### src/rtl/rv_boot_pkg.sv
// Shared constants for the RV32I boot sequencer: FSM state codes and load/timeout values.
package rv_boot_pkg;

  typedef logic [2:0] state_t;

  localparam state_t ST_IDLE    = 3'd0;
  localparam state_t ST_LOAD    = 3'd1;
  localparam state_t ST_RELEASE = 3'd2;
  localparam state_t ST_RUN     = 3'd3;
  localparam state_t ST_DONE    = 3'd4;

  localparam int          INSTR_BYTES    = 4;
  localparam logic [31:0] TIMEOUT_RESULT = 32'hDEAD_DEAD;

endpackage

### src/rtl/rv_boot_wdog.sv
// RUN-state watchdog: counts enabled cycles after a clear and flags the CYC-th one.
// Instantiated by rv_boot_sequencer only when RV_BOOT_WDOG_EN is defined.
module rv_boot_wdog #(
  parameter int CYC = 4096
) (
  input  logic clk,
  input  logic rst,
  input  logic clr,
  input  logic en,
  output logic expired
);

  localparam int CW = $clog2(CYC + 1);

  logic [CW-1:0] cnt_q, cnt_d;

  // expired is high during the CYC-th enabled cycle, so the owner can act on that edge
  assign expired = en && (cnt_q == CW'(CYC - 1));

  always_comb begin
    cnt_d = cnt_q;
    if (clr) begin
      cnt_d = '0;
    end else if (en && !expired) begin
      cnt_d = cnt_q + 1'b1;
    end
  end

  always_ff @(posedge clk) begin
    if (!rst) begin
      cnt_q <= '0;
    end else begin
      cnt_q <= cnt_d;
    end
  end

endmodule

### src/rtl/rv_boot_sequencer.sv
// Boot/run controller: streams a program into IM with the core held in reset, releases it,
// then latches the result on done_flag. Optional RUN watchdog under RV_BOOT_WDOG_EN.
module rv_boot_sequencer
  import rv_boot_pkg::*;
#(
  parameter int ADDR_W    = 8,
  parameter int MAX_WORDS = 100,
  parameter int WDOG_CYC  = 4096
) (
  input  logic              clk,
  input  logic              rst,
  input  logic              start,
  input  logic              load_valid,
  input  logic [31:0]       load_data,
  output logic              load_ready,
  output logic              imem_we,
  output logic [ADDR_W-1:0] imem_addr,
  output logic [31:0]       imem_wdata,
  output logic              core_rst,
  input  logic              done_flag,
  input  logic [31:0]       result_in,
  output logic              busy,
  output logic              done,
  output logic [31:0]       result,
  output logic [ADDR_W-1:0] word_count,
  output logic              timeout,
  output logic [2:0]        dbg_state
);

  // Handshake: a word transfers in any cycle where load_valid && load_ready are both high.
  state_t            state_q, state_d;
  logic [ADDR_W-1:0] wc_q, wc_d;
  logic [31:0]       result_q, result_d;
  logic              timeout_q, timeout_d;
  logic              hs, wdog_expired;

  assign load_ready = (state_q == ST_LOAD);
  assign hs         = load_valid && load_ready;
  assign imem_we    = hs && (load_data != 32'h0);
  assign imem_addr  = {wc_q[ADDR_W-3:0], 2'b00};
  assign imem_wdata = load_data;
  assign core_rst   = (state_q == ST_RUN);
  assign busy       = (state_q == ST_LOAD) || (state_q == ST_RELEASE) || (state_q == ST_RUN);
  assign done       = (state_q == ST_DONE);
  assign result     = result_q;
  assign word_count = wc_q;
  assign timeout    = timeout_q;
  assign dbg_state  = state_q;

`ifdef RV_BOOT_WDOG_EN
  rv_boot_wdog #(.CYC(WDOG_CYC)) u_wdog (
    .clk     (clk),
    .rst     (rst),
    .clr     (state_q == ST_RELEASE),
    .en      (state_q == ST_RUN),
    .expired (wdog_expired)
  );
`else
  logic unused_wdog_cfg;
  assign unused_wdog_cfg = (WDOG_CYC == 0);
  assign wdog_expired    = 1'b0;
`endif

  always_comb begin
    state_d   = state_q;
    wc_d      = wc_q;
    result_d  = result_q;
    timeout_d = timeout_q;
    case (state_q)
      ST_IDLE, ST_DONE: begin
        if (start) begin
          state_d   = ST_LOAD;
          wc_d      = '0;
          result_d  = '0;
          timeout_d = 1'b0;
        end
      end
      ST_LOAD: begin
        if (hs) begin
          if (load_data == 32'h0) begin
            // an empty program never releases the core
            state_d = (wc_q != '0) ? ST_RELEASE : ST_DONE;
          end else begin
            wc_d = wc_q + 1'b1;
            if (wc_q == ADDR_W'(MAX_WORDS - 1)) state_d = ST_RELEASE;
          end
        end
      end
      ST_RELEASE: state_d = ST_RUN;
      ST_RUN: begin
        if (done_flag) begin
          result_d = result_in;
          state_d  = ST_DONE;
        end else if (wdog_expired) begin
          result_d  = TIMEOUT_RESULT;
          timeout_d = 1'b1;
          state_d   = ST_DONE;
        end
      end
      default: state_d = ST_IDLE;
    endcase
  end

  always_ff @(posedge clk) begin
    if (!rst) begin
      state_q   <= ST_IDLE;
      wc_q      <= '0;
      result_q  <= '0;
      timeout_q <= 1'b0;
    end else begin
      state_q   <= state_d;
      wc_q      <= wc_d;
      result_q  <= result_d;
      timeout_q <= timeout_d;
    end
  end

endmodule

### config.mk
export PLATFORM = sky130hd
export DESIGN_NAME = rv_boot_sequencer
export DESIGN_NICKNAME = d
export VERILOG_FILES = /design/src/rtl/rv_boot_pkg.sv /design/src/rtl/rv_boot_wdog.sv /design/src/rtl/rv_boot_sequencer.sv
export SDC_FILE = /design/constraint.sdc
export NUM_CORES = 1
export LEC_CHECK = 0
export BUFFER_PORTS_ARGS = -buffer_cell sky130_fd_sc_hd__buf_2
export CAP_MARGIN = 20
export CORE_UTILIZATION = 41
export DETAILED_ROUTE_END_ITERATION = 8
export MAX_ROUTING_LAYER = met4
export PLACE_DENSITY = 0.84
export RECOVER_POWER = 25
export SYNTH_ARGS = -nofsm -noshare
export SYNTH_HDL_FRONTEND = slang
export SYNTH_HIERARCHICAL = 1
export SYNTH_SLANG_ARGS = --single-unit
### constraint.sdc
create_clock -name clk -period 1.9 [get_ports clk]
set_input_delay 0.38 -clock clk [delete_from_list [all_inputs] [get_ports clk]]
set_output_delay 0.38 -clock clk [all_outputs]
set_load 0.05 [all_outputs]
==> Flow_metrics.wiki <==
{| class="wikitable"
! Metric !! Value
|-
| Final WS setup || 93.2 ps
|-
| Largest incremental delay on the critical path || roughly 350 ps
|-
| Beginning of the critical path || dbg_state[0]
|-
| Critical Path, Cell by Cell || buf_4, nor2_1, and2_1, buf_2
|-
| I/O pins || between 150 and 200
|-
| Port-buffer cells || 154
|-
| Post-place setup slack || -28.4 ps
|-
| Die Outline Area || 5820 um2
|-
| CTS clk-pin slew, worst paths || 80 ps
|-
| Synthesized area per cell || 8.07 um2
|-
| Number of cells in the design after placement || 459
|-
| DR pass1 iterations || 4
|-
| Async set-reset flop share out of synthesis || 0
|-
| Per-cell via count in the routed design || 5.00
|-
| Post-route ant nets || 0
|-
| Worst min path class || in2reg
|-
| CP arrival || 1430 ps
|-
| Layout-stage area growth over the synthesis result || 29.4%
|-
| Standard cell with the maximum stage delay on the critical path || dfxtp_4
|-
| Clock tree from TritonCTS || yes
|-
| Global-route total usage across every layer || 0.208
|-
| Detailed-route wire length || between 6 and 7 mm
|-
| Power density of the placed cells || 746 nW/um2
|-
| Overall via count from detail_route || 2342
|-
| Highest clock rate || 0.553 GHz
|-
| Core Region || 5200 um2
|-
| Max-Cap Viols || 0
|-
| Number of DRC markers after the initial detailed-route iteration || slightly below 60
|-
| Clock root buffer || clkbuf_8
|-
| Post-Syn Instances || 280
|-
| Core occupancy in the finished layout || 0.562
|-
| Distinct cell type count after synthesis || 42
|-
| Crit Path Max Fanout || 8
|-
| Total number of yosys warnings || 6
|-
| Worst slew slack as a fraction of its limit || 0.597
|-
| Origin of the worst min-delay path || result_in[24]
|-
| CTS Buf Count || 5
|-
| Sort of element at the end of the critical path || output port
|-
| Leakage power summed over all cells || between 1 and 1.5 nW
|-
| Status || complete, no violations
|-
| DR DRC count || 0
|-
| DP HPWL || ~4.6 mm
|-
| Worst-case clock skew || 5.81 ps
|-
| Minimum clock period after layout || 1810 ps
|-
| Maximum vdd ir drop || 0.508 mV
|-
| # setup viols final || 0
|-
| RSZ-0062 raised after global routing || no
|-
| Overall die width || 76.3 um
|-
| Standard cell area after detailed placement || 2810 um2
|-
| Post-Layout Cell Count || roughly 470
|-
| Cell area after technology mapping || 2260 um2
|-
| CP Data Required Time || 1520 ps
|-
| Sequential-to-total area share from yosys stat || 0.381
|-
| Starting Density || 0.434
|-
| Final setup TNS || 0 ps
|-
| Total number of nets in the final design || 468
|-
| Worst Hold Margin || 334 ps
|-
| Category of the worst setup path launch point || flip-flop
|-
| Average wire length per cell after detail routing || 13.0 um
|-
| Post-layout power || 2.18 mW
|-
| Die Y-Extent || 76.3 um
|-
| Post-synth EDFFs || 0
|-
| Share of the clock period used by the worst path after layout || 0.951
|-
| TritonCTS Sinks || 43
|-
| Post-route cell area || 2930 um2
|-
| Maximum buffer depth of the clock tree || 2
|-
| CTS H-Tree Depth || 2
|-
| Critical R2R Launch || dbg_state[2]
|-
| Clock latency of the later-clocked register in the worst-skew pair || 290 ps
|-
| Number of hold violations in the final report || 0
|-
| Antenna cell count || 0
|-
| Largest net degree at the start of global routing || 33
|-
| Global-route wire length before repair || 9.69 mm
|-
| Critical path start-end classification || reg2out
|-
| Final weighted congestion of routability-driven global placement || 0.911
|-
| Layout cells sized above 1 || 0.394
|-
| Max Transition Viols Final || 0
|-
| Most used flip-flop cell after synthesis || dfxtp_1
|-
| Total number of placement rows || 26
|-
| Number of global-route vias before repair || roughly 2.1k
|-
| Number of antenna violations at the first check in global routing || 0
|-
| Worst Tran Pin Value || just over 600 ps
|-
| Total congestion overflow after global routing || 0
|-
| Number of storage elements in the synthesis netlist || 43
|}
-- registers in the layout, indices dropped and copies added, names as in the netlist --
| register | count |
|---|---|
| word_count | 8 |
| dbg_state | 3 |
| result | 32 |
-- final timing paths --
path | end | slack (ps) | depth (start not counted)
worst max-delay path | done | 90 | 4
worst min-delay path | result[24] | 330 | 3
worst max register to register | word_count[7] | 110 | 6
worst min register to register | result[3] | 450 | 2
-- cells in the mapped netlist, drive strengths merged, types with 4 or more instances --
| master | number | area, um2 |
|---|---|---|
| a21oi | 33 | 165 |
| and2 | 4 | 25.0 |
| buf | 52 | 395 |
| clkbuf | 6 | 22.5 |
| dfxtp | 43 | 861 |
| inv | 4 | 15.0 |
| nand2 | 46 | 180 |
| nand3 | 34 | 170 |
| nand4 | 4 | 25.0 |
| nor2 | 6 | 22.5 |
| nor4 | 10 | 62.6 |
| or4 | 4 | 30.0 |
-- area by class of cell --
type | instances | area [um2]
Fill cell | 545 | 2280
Multi-Input combinational cell | 177 | 1010
Sequential cell | 43 | 867
Clock buffer | 7 | 108
Timing Repair Buffer | 166 | 831
Tap cell | 70 | 87.6
Clock inverter | 1 | 5.00
Inverter | 4 | 15.0
-- cells in the final DEF (no fill, tap or decap), types with 4 or more instances in the layout --
cell type / instances
a21oi_1: 33
and2_1: 4
buf_2: 121
buf_4: 12
clkbuf_1: 31
clkbuf_8: 6
dfxtp_1: 40
inv_1: 4
nand2_1: 45
nand3_1: 34
nand4_1: 4
nor2_1: 5
nor4_1: 8
or4_1: 4
-- worst max-delay path: cells and delay by family, from the launching register on --
family                 cells  cell delay, ps
flip-flops                 1             350
buffers and inverters      2             400
AND/OR/NAND/NOR            2             390
-- per-layer routing --
layer  track usage  share of wire  vias up
li1              -              -     1165
met1         0.251           0.44     1089
met2         0.348           0.50       81
met3        0.0395          0.048        7
met4        0.0673          0.010        0
met5             -              0        -
-- power by group --
| part | switching (mW) | internal (mW) |
|---|---|---|
| logic | 0.429 | 0.154 |
| registers | 0.0127 | 0.915 |
| clock network | 0.299 | 0.372 |
-- kinds of logic (layout without fill, tap and decap cells) --
family	count (synthesis)	after routing	share of synthesized area
and+or+nand+nor	118	118	0.263
buffers and inverters	62	178	0.191
adders and majority gates	2	2	0.0111
other	1	3	0.00166
DFF	43	43	0.381
muxes	2	2	0.00885
AOI/OAI and AO/OA	52	52	0.143
-- repair_timing --
item | CTS | global route
setup endpoints to repair | 1 | 2
pin swaps | 2 | 3
gates resized for setup | 0 | 9
setup buffers | 0 | 1
hold buffers | 0 | 0
No activity file was read; power rests on OpenSTA's default activity.
